===== config.mk =====
export PLATFORM = sky130hd
export DESIGN_NAME = guess_sequencer
export DESIGN_NICKNAME = d
export VERILOG_FILES = /design/src/rtl/guess_pkg.sv /design/src/rtl/key_entry_buf.sv /design/src/rtl/guess_sequencer.sv
export SDC_FILE = /design/constraint.sdc
export NUM_CORES = 1
export LEC_CHECK = 0
export CORE_UTILIZATION = 25
export DETAILED_ROUTE_END_ITERATION = 10
export SKIP_CTS_REPAIR_TIMING = 1
export SLEW_MARGIN = 5
export SYNTH_ARGS = -nofsm -noshare
export SYNTH_HDL_FRONTEND = slang
export SYNTH_SLANG_ARGS = --single-unit

===== constraint.sdc =====
create_clock -name clk -period 2.15 [get_ports clk]
set_input_delay 0.3225 -clock clk [delete_from_list [all_inputs] [get_ports clk]]
set_output_delay 0.3225 -clock clk [all_outputs]
set_load 0.05 [all_outputs]

===== src/rtl/guess_pkg.sv =====
// Shared types and constants for the number-guessing sequencer.
// The optional GUESS_DISTINCT_CHECK_EN macro is consumed by key_entry_buf.
package guess_pkg;

  localparam int NUM_DIGITS = 3;

  typedef enum logic [2:0] {
    S_SECRET = 3'd0,
    S_GUESS  = 3'd1,
    S_CHECK  = 3'd2,
    S_WIN    = 3'd3,
    S_LOSE   = 3'd4
  } state_e;

  localparam logic [3:0] KEY_CLR     = 4'hA;
  localparam logic [3:0] KEY_ENTER   = 4'hB;
  localparam logic [3:0] KEY_NEWGAME = 4'hF;

  // Index 0 is the left-most (first typed) digit.
  typedef logic [NUM_DIGITS-1:0][3:0] digits_t;

  function automatic logic is_digit(input logic [3:0] k);
    return k <= 4'd9;
  endfunction

  // Number of positions where the guess matches the secret exactly.
  function automatic logic [1:0] count_strikes(input digits_t guess, input digits_t secret);
    logic [1:0] n;
    n = 2'd0;
    for (int i = 0; i < NUM_DIGITS; i++) begin
      if (guess[i] == secret[i]) n = n + 2'd1;
    end
    return n;
  endfunction

endpackage


===== src/rtl/key_entry_buf.sv =====
// Three-digit keypad entry buffer with CLR handling.
// Build option GUESS_DISTINCT_CHECK_EN: when defined, distinct_o reports whether
// all three buffered digits differ; otherwise distinct_o is tied high.
module key_entry_buf
  import guess_pkg::*;
(
  input  logic       clk,
  input  logic       rst_n,
  input  logic       en_i,
  input  logic       key_valid_i,
  input  logic [3:0] key_code_i,
  input  logic       flush_i,
  output digits_t    buf_o,
  output logic [1:0] entry_cnt_o,
  output logic       full_o,
  output logic       distinct_o
);

  digits_t    buf_q, buf_d;
  logic [1:0] cnt_q, cnt_d;

  // Append digits while not full, clear on CLR or when the owner flushes.
  always_comb begin
    buf_d = buf_q;
    cnt_d = cnt_q;
    if (flush_i) begin
      buf_d = '0;
      cnt_d = 2'd0;
    end else if (en_i && key_valid_i) begin
      if (is_digit(key_code_i)) begin
        if (cnt_q != 2'd3) begin
          buf_d[cnt_q] = key_code_i;
          cnt_d        = cnt_q + 2'd1;
        end
      end else if (key_code_i == KEY_CLR) begin
        buf_d = '0;
        cnt_d = 2'd0;
      end
    end
  end

  // Buffer and count registers.
  always_ff @(posedge clk or negedge rst_n) begin
    if (!rst_n) begin
      buf_q <= '0;
      cnt_q <= 2'd0;
    end else begin
      buf_q <= buf_d;
      cnt_q <= cnt_d;
    end
  end

  assign buf_o       = buf_q;
  assign entry_cnt_o = cnt_q;
  assign full_o      = (cnt_q == 2'd3);

`ifdef GUESS_DISTINCT_CHECK_EN
  assign distinct_o = (buf_q[0] != buf_q[1]) && (buf_q[0] != buf_q[2]) &&
                      (buf_q[1] != buf_q[2]);
`else
  assign distinct_o = 1'b1;
`endif

endmodule


===== src/rtl/guess_sequencer.sv =====
// Game-flow controller for the 3-digit guessing display.
// Build option GUESS_DISTINCT_CHECK_EN (see key_entry_buf) refuses entries with
// repeated digits.
//
// state    | meaning
// S_SECRET | collecting the secret number
// S_GUESS  | collecting a guess
// S_CHECK  | one cycle: score the latched guess against the secret
// S_WIN    | guess matched; win held high
// S_LOSE   | tries exhausted; lose held high
module guess_sequencer
  import guess_pkg::*;
#(
  parameter int MAX_TRIES = 10,
  parameter int TRY_W     = 4
) (
  input  logic             clk,
  input  logic             reset,
  input  logic             key_valid,
  input  logic [3:0]       key_code,
  output logic [3:0]       oNum1,
  output logic [3:0]       oNum2,
  output logic [3:0]       oNum3,
  output logic             oNumRdy,
  output logic             disp_reset,
  output logic [1:0]       entry_cnt,
  output logic [TRY_W-1:0] try_cnt,
  output logic [2:0]       game_state,
  output logic             win,
  output logic             lose,
  output logic             reject
);

  state_e           state_q, state_d;
  logic [TRY_W-1:0] try_q, try_d;
  digits_t          secret_q, secret_d;
  digits_t          num_q, num_d;
  logic             rdy_q, rdy_d;
  logic             disp_q, disp_d;
  logic             win_q, win_d;
  logic             lose_q, lose_d;
  logic             rej_q, rej_d;

  digits_t          entry_buf;
  logic             full, distinct;
  logic             newgame, in_entry, enter, submit;

  assign newgame  = key_valid && (key_code == KEY_NEWGAME);
  assign in_entry = (state_q == S_SECRET) || (state_q == S_GUESS);
  assign enter    = key_valid && (key_code == KEY_ENTER) && in_entry;
  assign submit   = enter && full && distinct && !newgame;

  key_entry_buf u_entry (
    .clk         (clk),
    .rst_n       (reset),
    .en_i        (in_entry),
    .key_valid_i (key_valid),
    .key_code_i  (key_code),
    .flush_i     (newgame || submit),
    .buf_o       (entry_buf),
    .entry_cnt_o (entry_cnt),
    .full_o      (full),
    .distinct_o  (distinct)
  );

  // Next-state and registered-output logic; NEWGAME overrides everything.
  always_comb begin
    state_d  = state_q;
    try_d    = try_q;
    secret_d = secret_q;
    num_d    = num_q;
    rdy_d    = 1'b0;
    disp_d   = 1'b0;
    rej_d    = 1'b0;
    win_d    = (state_q == S_WIN);
    lose_d   = (state_q == S_LOSE);
    if (newgame) begin
      state_d  = S_SECRET;
      try_d    = '0;
      secret_d = '0;
      num_d    = '0;
      disp_d   = 1'b1;
    end else begin
      unique case (state_q)
        S_SECRET, S_GUESS: begin
          if (submit) begin
            num_d = entry_buf;
            rdy_d = 1'b1;
            if (state_q == S_SECRET) begin
              secret_d = entry_buf;
              try_d    = '0;
              state_d  = S_GUESS;
            end else begin
              if (try_q != {TRY_W{1'b1}}) try_d = try_q + TRY_W'(1);
              state_d = S_CHECK;
            end
          end else if (enter) begin
            rej_d = 1'b1;
          end
        end
        S_CHECK: begin
          if (count_strikes(num_q, secret_q) == 2'd3) state_d = S_WIN;
          else if (try_q == TRY_W'(MAX_TRIES))        state_d = S_LOSE;
          else                                         state_d = S_GUESS;
        end
        default: ;
      endcase
    end
  end

  // State and output registers; the display clear is asserted out of reset.
  always_ff @(posedge clk or negedge reset) begin
    if (!reset) begin
      state_q  <= S_SECRET;
      try_q    <= '0;
      secret_q <= '0;
      num_q    <= '0;
      rdy_q    <= 1'b0;
      disp_q   <= 1'b1;
      win_q    <= 1'b0;
      lose_q   <= 1'b0;
      rej_q    <= 1'b0;
    end else begin
      state_q  <= state_d;
      try_q    <= try_d;
      secret_q <= secret_d;
      num_q    <= num_d;
      rdy_q    <= rdy_d;
      disp_q   <= disp_d;
      win_q    <= win_d;
      lose_q   <= lose_d;
      rej_q    <= rej_d;
    end
  end

  assign oNum1      = num_q[0];
  assign oNum2      = num_q[1];
  assign oNum3      = num_q[2];
  assign oNumRdy    = rdy_q;
  assign disp_reset = disp_q;
  assign try_cnt    = try_q;
  assign game_state = state_q;
  assign win        = win_q;
  assign lose       = lose_q;
  assign reject     = rej_q;

endmodule


# Yosys cells after proc, flatten, opt, wreduce, memory -nomap -nowiden
# Cells that the tools add are included.
[op_classes]
n_addsub = 4
reduce_logical = 24
mux = 48
n_eq_ne = 17
order_cmp = 3
[ops]
columns = ["op", "count"]
rows = [
  ["12-bit two-way mux", 12],
  ["2-bit two-way mux", 14],
  ["4-bit two-way mux", 6],
  ["4-bit equality test, second input constant", 4],
  ["12-bit bitwise mux", 1],
  ["4-bit equality test", 3],
  ["3-bit two-way mux", 4],
  ["1-bit two-way mux", 9],
  ["3-bit AND reduction", 3],
  ["3-bit nonzero test", 3],
  ["4-bit demux with 2-bit select", 1],
  ["2-bit nonzero test", 4],
  ["1-bit logical AND", 7],
  ["2-bit by 1-bit adder with 2-bit output, second input constant", 3],
  ["3-bit by 2-bit equality test with 1-bit output, second input constant", 2],
  ["3-bit one-hot mux with 2 select lines", 1],
  ["4-bit by 1-bit adder with 4-bit output, second input constant", 1],
  ["2-bit equality test, second input constant", 2],
  ["4-bit <= comparator, second input constant", 1],
  ["4-bit != test, second input constant", 1],
  ["2-bit AND reduction", 2],
  ["3-bit by 1-bit equality test with 1-bit output, second input constant", 1],
  ["3-bit equality test, second input constant", 1],
  ["3-bit zero test", 1],
  ["other kinds (8)", 9],
]
[totals]
input_bits = 7
register_bits = 50
elab_cells = 113
out_inout_bits = 26

# Depth between registers and ports, before layout
# Gate-level depths: netlist of the first run.
[logic_depth]
ltp_word = 16
ltp_mapped = 8

# Modules after synthesis
# A second synthesis of the first run with hierarchy kept.
[unflattened]
hier_cells = 234
hier_area_um2 = 2598.7
[modules_own_cells]
columns = ["module", "area_each_um2", "instances", "cells_each"]
rows = [
  ["guess_sequencer", 1845.5, 1, 164],
  ["key_entry_buf", 753.2, 1, 70],
]

# Worst setup path before layout of the first run
# No wires, ideal clock.
[synth_timing]
path_type = "reg-to-reg"
startpoint = "register u_entry.cnt_q[0] (netlist: u_entry.entry_cnt_o[0])"
endpoint = "register u_entry.buf_q, in the netlist u_entry.buf_o[10]"
setup_slack_ns = -0.104
arrival_time_ns = 2.128
setup_time_ns = 0.126
required_time_ns = 2.024
path_stages_with_launch = 7
path_cell_list = "dfrtp_1 > ha_1 > or3b_4 > a21oi_4 > a31oi_4 > buf_6 > a221o_1"
[synth_between]
elab_chain_len = 9
[synth_rtl]
columns = ["item", "line_no", "source"]
rows = [
  ["from (decl)", "key_entry_buf.sv:20", "logic [1:0] cnt_q, cnt_d;"],
  ["from (signal assigned)", "key_entry_buf.sv:49", "cnt_q <= cnt_d;"],
  ["2-bit by 3-bit less-than comparator with 1-bit output (implied by the code) / 2-bit by 1-bit >= comparator with 1-bit output (equally long branches)", "key_entry_buf.sv:32", "buf_d[cnt_q] = key_code_i;"],
  ["1-bit logical AND (implied by the code)", "key_entry_buf.sv:32", ""],
  ["4-bit two-way mux (implied by the code)", "key_entry_buf.sv:32", ""],
  ["4-bit demux with 2-bit select", "--", ""],
  ["12-bit bitwise mux", "key_entry_buf.sv:32", ""],
  ["12-bit two-way mux", "key_entry_buf.sv:31", "if (cnt_q != 2'd3) begin"],
  ["12-bit two-way mux", "key_entry_buf.sv:30", "if (is_digit(key_code_i)) begin"],
  ["12-bit two-way mux", "key_entry_buf.sv:29", "end else if (en_i && key_valid_i) begin"],
  ["12-bit two-way mux", "key_entry_buf.sv:26", "if (flush_i) begin"],
  ["to (signal assigned)", "key_entry_buf.sv:48", "buf_q <= buf_d;"],
  ["to (decl)", "key_entry_buf.sv:19", "digits_t buf_q, buf_d;"],
]
# Parallel ways exist; a longest one is shown, timed or not. The select of a mux whose other input is x is not followed.
# A chain may end at the register's enable or synchronous reset.

# Final worst setup path of the first run
[layout_timing]
startpoint = "register state_q[0] (netlist: game_state[0])"
endpoint = "output port game_state[0]"
[layout_lines]
columns = ["item", "line_no", "source"]
rows = [
  ["from (decl)", "guess_sequencer.sv:34", "state_e state_q, state_d;"],
  ["from (signal assigned)", "guess_sequencer.sv:124", "state_q <= state_d;"],
  ["to (decl)", "guess_sequencer.sv:28", "output logic [2:0] game_state,"],
]
# No word-level cell between the ends.

==> metrics.md, run 1 <==
| Metric | Value |
|---|---|
| Status | completed |
| CTS H-tree lvls | 2 |
| Dpl hpwl | 4020 um |
| Peak VDD IR | 0.000481 V |
| Crit Path Max Fanout | 10 |
| Via Count | 1806 |
| RR Endpoint | u_entry.buf_o[5]$_DFFE_PN0P_ |
| Top cells by area, synth | dfrtp_1 (50%), a22o_1 (8.2%), xnor2_1 (4.3%) |
| Least-Margin Pin Slew | 0.507 ns |
| TritonCTS clock tree | done |
| WP data arrival | 1.70 ns |
| Area grow syn2layout | 26.4% |
| Synth warn | 0 |
| Port buffer count | 32 |
| Worst r2r src | u_entry.entry_cnt_o[0]$_DFFE_PN0P_ |
| Residual DRC count | 0 |
| Drt wl/cell | 14.7 um |
| Largest net degree at the start of global routing | 51 |
| Worst-path clk slew | 0.10 ns |
| Yosys cell types | 42 |
| Power Density | 791 mW/mm^2 |
| Worst Reg-to-Reg Cells | 5 |
| # clock sinks | 50 |
| Cell area after layout | 0.00309 mm^2 |
| Placed Cells | 372 |
| Unrepaired setup endpoints after global routing | no |
| Tmin final | 2.03 ns |
| First-pass GRT wire length | 9670 um |
| Post-Synthesis Cells | 209 |
| Syn_nets | 224 |
| Peak Freq | 493 MHz |
| Max-cap violation count | 0 |
| Worst Setup End Kind | output pin |
| Most used cells in the layout excluding fill and tap cells | dfrtp_1 (47), clkdlybuf4s50_1 (31), a22o_1 (23) |
| CTS Root Cell | clkbuf_8 |
| Routed wire length | 5600 um |
| Initial antenna violation count | 0 |
| Pre-Repair DR Iteration Count | 4 |
| Clk buf depth | 2 |
| Num CTS Buffers | 5 |
| Critical path's slowest cell | clkdlybuf4s50_1 |
| Flop2flop setup slack | 0.17 ns |
| Leak | 1.25 nW |
| TNS Setup | 0 ns |
| Total grt overflow | 0 |
| Worst stage delay on the critical path | 0.86 ns |
| Largest area contributor in the netlist | dfrtp_1 |
| Slew margin rel. | 66.1% |
| Buf/Inv on CP | 1 |
| Row count | 35 |
| Crit path kind | register to output pin |
| Skew final | 0.00930 ns |
| GRT Util Overall | 12.2% |
| Core Util, Final | 33.0% |
| Flops & latches, synth | 50 |
| Hold/Removal Path Class | input pin to async pin |
| Pre-CTS setup slack | 0.0676 ns |
| Synth top area share | 50.1% |
| Syn avg cell area | 11.7 um^2 |
| Max Transition Viols Final | 0 |
| Layout Nets | 266 |
| Hold WS | 0.531 ns |
| Sequential fraction of the synthesis area | 51.1% |
| Final Hold Viols | 0 |
| Die area | 0.0102 mm^2 |
| Core area | 0.00937 mm^2 |
| Post-route ant nets | 0 |
| Starting DRT DRC Count | 123 |
| Die height | 101 um |
| Worst-Skew Late Latency | 0.31 ns |
| Via density per instance | 4.74 |
| Die width | 101 um |
| Placed Area | 0.00299 mm^2 |
| WP data required | 1.83 ns |
| Initial core utilization | 26.1% |
| Crit path max-delay family | buffers and inverters |
| Final setup violation count | 0 |
| Setup crit start kind | register |
| Vias in the first global route | 1860 |
| # IOs | 33 |
| Power Total | 2.45 mW |
| Tcrit/Tclk final | 94.3% |
| Crit-path cells | clkdlybuf4s50_1 |
| Ant diodes | 0 |
| Synthesized area | 0.00245 mm^2 |
| Setup WS post-layout | 0.123 ns |
| RD Place Congestion | 0.784 |
| Most common cell after layout, fill and taps aside | dfrtp_1 |
| Layout Cells excl Fill | 381 |
| Layout cell share with drive strength beyond 1 | 12.7% |
[worst max-delay path by stage]
stage	from	to	slack (ns)	depth (start not counted)
after floorplan	u_entry.entry_cnt_o[1]$_DFFE_PN0P_	u_entry.buf_o[10]$_DFFE_PN0P_	0.07	6
after global placement	key_code[0]	u_entry.buf_o[5]$_DFFE_PN0P_	0.09	5
after detailed placement	key_code[3]	u_entry.buf_o[10]$_DFFE_PN0P_	0.07	5
after CTS	game_state[0]$_DFFE_PN0P_	game_state[0]	0.10	1
after global routing	game_state[0]$_DFFE_PN0P_	game_state[0]	0.06	1
final	game_state[0]$_DFFE_PN0P_	game_state[0]	0.12	1
[logic make-up (layout without fill, tap and decap cells)]
logic type,count (synthesis),in the layout,synth area share (%)
AO/OA/AOI/OAI,60,60,20.8
AND/OR/NAND/NOR,54,54,13.7
flip-flops,50,50,51.2
buffers and inverters,20,63,3.83
XOR/XNOR,12,12,4.29
adder cells (fa/ha/maj),8,8,4.09
multiplexers,5,5,2.10
[routing by layer]
layer / vias up / wire, um / global-route usage [%]
met4: 0 / 53 / 3.23
met1: 890 / 2720 / 16.9
met5: - / 0 / 0
met3: 6 / 310 / 2.98
met2: 41 / 2510 / 18.9
li1: 869 / - / -
[cells in the mapped netlist]
| cell | n |
|---|---|
| nor4_1 | 3 |
| a221o_1 | 6 |
| mux2i_1 | 4 |
| nand4_1 | 3 |
| buf_2 | 3 |
| and2_1 | 1 |
| a2111oi_4 | 1 |
| nand2_1 | 5 |
| a31oi_1 | 1 |
| a31oi_4 | 1 |
| a21oi_4 | 1 |
| a211oi_1 | 1 |
| and4_1 | 2 |
| inv_1 | 9 |
| o22ai_1 | 1 |
| nor3b_1 | 13 |
| a31o_2 | 1 |
| a2bb2oi_1 | 1 |
| nor3_1 | 5 |
| dfrtp_1 | 49 |
| or3b_4 | 1 |
| nand3_1 | 3 |
| nor3_2 | 1 |
| a22o_1 | 23 |
| or3_1 | 1 |
| and3_1 | 7 |
| xnor2_1 | 12 |
| o2bb2ai_1 | 1 |
| nor2_1 | 6 |
| a211o_1 | 6 |
| a21oi_1 | 5 |
| o21ai_0 | 9 |
| buf_6 | 2 |
| o21a_1 | 1 |
| nand2b_1 | 1 |
| mux2_2 | 1 |
| ha_1 | 8 |
| clkbuf_1 | 6 |
| nor4b_1 | 1 |
| nand4b_1 | 1 |
| dfstp_2 | 1 |
| a21o_1 | 1 |
[registers in the layout (all words and copies together), names as in the netlist]
register,flops
u_entry.entry_cnt_o,2
try_cnt,4
win,1
game_state,3
disp_reset,1
lose,1
oNum1,4
oNum3,4
reject,1
oNum2,4
oNumRdy,1
u_entry.buf_o,12
secret_q,12
[power by group]
part | internal (mW) | leakage (nW) | switching, mW
clock network | 0.235 | 0.0447 | 0.328
logic | 0.286 | 0.585 | 0.431
registers | 1.04 | 0.618 | 0.127
total | 1.56 | 1.25 | 0.886
[layout make-up]
class / instances / area [um^2]
inverter: 9 / 33.8
fill: 982 / 6280
tap: 129 / 161
multi-input combinational: 139 / 1100
clock inverter: 3 / 25.0
timing repair buffer: 46 / 448
sequential: 50 / 1250
clock buffer: 5 / 68.8
Power figures use the tool's default switching activity.
==> run 2: changes to the inputs <==
- CORE_ASPECT_RATIO: unset -> 0.75
- PLACE_DENSITY: unset -> 0.41
==> metrics.md, run 2 (synthesis results as in run 1) <==
| Metric | Value |
|---|---|
| Vias in the first global route | 1810 (-2.7%) |
| Worst Setup End Kind | output pin |
| Placed Cells | 378 (+1.6%) |
| Most common cell after layout, fill and taps aside | dfrtp_1 |
| Hold/Removal Path Class | input pin to async pin |
| Peak Freq | 508 MHz (+3.0%) |
| RR Endpoint | u_entry.buf_o[9]$_DFFE_PN0P_ |
| Initial antenna violation count | 0 (unchanged) |
| Die height | 87.7 um (-13%) |
| Flop2flop setup slack | 0.20 ns (+0.03 ns) |
| Largest net degree at the start of global routing | 27 (-47%) |
| Via density per instance | 4.77 (+0.67%) |
| WP data arrival | 1.65 ns (-0.05 ns) |
| Status | completed |
| Skew final | 0.00941 ns (+0.000111 ns) |
| Seq pwr share | 42.6% (-5.1 points) |
| Crit path max-delay family | buffers and inverters |
| Worst Reg-to-Reg Cells | 5 (unchanged) |
| Total grt overflow | 0 (unchanged) |
| Max Transition Viols Final | 0 (unchanged) |
| Clk buf depth | 2 (unchanged) |
| # IOs | 33 (unchanged) |
| Drt wl/cell | 16.6 um (+13%) |
| TritonCTS clock tree | done |
| WP data required | 1.83 ns (about the same) |
| Routed wire length | 6410 um (+15%) |
| Power Density | 849 mW/mm^2 (+7.4%) |
| Num CTS Buffers | 5 (unchanged) |
| Critical path's slowest cell | clkdlybuf4s50_1 |
| Most used cells in the layout excluding fill and tap cells | dfrtp_1 (47), clkdlybuf4s50_1 (31), a22o_1 (23) |
| CTS H-tree lvls | 2 (unchanged) |
| Unrepaired setup endpoints after global routing | no |
| Hold WS | 0.0346 ns (-0.496 ns) |
| Combinational power share | 27.9% (-1.4 points) |
| Net Sw Frac | 34.7% (-1.5 points) |
| Row count | 30 (-14%) |
| Layout cell share with drive strength beyond 1 | 15.1% (+2.4 points) |
| Starting DRT DRC Count | 106 (-14%) |
| Layout Cells excl Fill | 386 (+1.3%) |
| Ant diodes | 0 (unchanged) |
| Internal Power | 1.77 mW (+13%) |
| Max-cap violation count | 0 (unchanged) |
| CTS Root Cell | clkbuf_16 |
| Dpl hpwl | 4680 um (+17%) |
| Least-Margin Pin Slew | 0.624 ns (+0.117 ns) |
| Leak | 1.30 nW (+4.5%) |
| Crit-path cells | clkdlybuf4s50_1 |
| Final Hold Viols | 0 (unchanged) |
| Crit path kind | register to output pin |
| Worst r2r src | u_entry.entry_cnt_o[0]$_DFFE_PN0P_ |
| Core area | 0.00927 mm^2 (-1.1%) |
| Die area | 0.0102 mm^2 (about the same) |
| Peak VDD IR | 0.000434 V (-9.8%) |
| First-pass GRT wire length | 10300 um (+6.6%) |
| Via Count | 1842 (+2.0%) |
| Worst-Skew Late Latency | 0.30 ns (about the same) |
| TNS Setup | 0 ns (unchanged) |
| Crit Path Max Fanout | 9 (-1) |
| Tmin final | 1.97 ns (-0.0584 ns) |
| # clock sinks | 50 (unchanged) |
| Setup crit start kind | register |
| Buf/Inv on CP | 1 (unchanged) |
| GRT Util Overall | 13.6% (+1.5 points) |
| Initial core utilization | 26.4% (+0.28 points) |
| FILL cells | 940 (-4.3%) |
| Pre-Repair DR Iteration Count | 4 (unchanged) |
| Layout Nets | 272 (+2.3%) |
| Area grow syn2layout | 30.3% |
| Worst-path clk slew | 0.07 ns (-0.03 ns) |
| Clk pwr share | 29.5% (+6.5 points) |
| Residual DRC count | 0 (unchanged) |
| Switching power | 941 uW (+6.3%) |
| Tcrit/Tclk final | 91.6% (-2.7 points) |
| Slew margin rel. | 58.4% (-7.7 points) |
| Worst stage delay on the critical path | 0.86 ns (about the same) |
| Port buffer count | 32 (unchanged) |
| Post-route ant nets | 0 (unchanged) |
| RD Place Congestion | 0.777 (-0.88%) |
| Die width | 116 um (+15%) |
| Final setup violation count | 0 (unchanged) |
## run 2: power by group through the flow
| stage | clock network (mW) | registers, mW | logic [mW] |
|---|---|---|---|
| floorplan | 0 | 1.34 | 0.319 |
| global placement | 0 | 1.17 | 0.756 |
| detailed placement | 0 | 1.17 | 0.761 |
| CTS | 0.827 | 1.16 | 0.763 |
| global route | 0.865 | 1.17 | 0.821 |
| finish | 0.799 | 1.16 | 0.755 |
## run 2: layer usage
layer / track usage (%) / up-vias / wire, um
met3: 3.25 / 5 / 305
met5: 0 / - / 0
met4: 4.20 / 0 / 69
met1: 20.7 / 914 / 3460
met2: 18.8 / 42 / 2570
li1: - / 881 / -
## run 2: through the flow
stage / total power [mW] / instance area, um^2 / setup slack (ns) / utilization, %
after global routing: 2.86 / 3190 / 0.112 / 34.4
after CTS: 2.75 / 3190 / 0.163 / 34.4
after floorplan: 1.66 / 2450 / 0.0667 / -
final: 2.71 / 3190 / 0.181 / 34.4
after global placement: 1.93 / 3050 / 0.00788 / 32.9
after detailed placement: 1.93 / 3050 / 0.00496 / 32.9
## run 2: worst max-delay path by stage
stage	startpoint	endpoint	slack [ns]	cells after the start
2_1_floorplan	u_entry.entry_cnt_o[1]$_DFFE_PN0P_	u_entry.buf_o[10]$_DFFE_PN0P_	0.07	6
3_3_place_gp	key_code[0]	u_entry.buf_o[9]$_DFFE_PN0P_	0.008	5
3_5_place_dp	key_code[0]	u_entry.buf_o[2]$_DFFE_PN0P_	0.005	5
4_1_cts	game_state[2]$_DFFE_PN0P_	game_state[2]	0.16	1
5_1_grt	secret_q[6]$_DFFE_PN0P_	game_state[0]$_DFFE_PN0P_	0.11	8
6_report	game_state[2]$_DFFE_PN0P_	game_state[2]	0.18	1
## run 2: layout make-up
| cell class | instances | area [um^2] | area share (%) |
|---|---|---|---|
| Multi-Input combinational cell | 139 | 1110 | 34.7 |
| Sequential cell | 50 | 1250 | 39.3 |
| Clock buffer | 6 | 129 | 4.04 |
| Clock inverter | 2 | 13.8 | 0.431 |
| Timing Repair Buffer | 52 | 490 | 15.4 |
| Tap cell | 128 | 160 | 5.02 |
| Inverter | 9 | 33.8 | 1.06 |
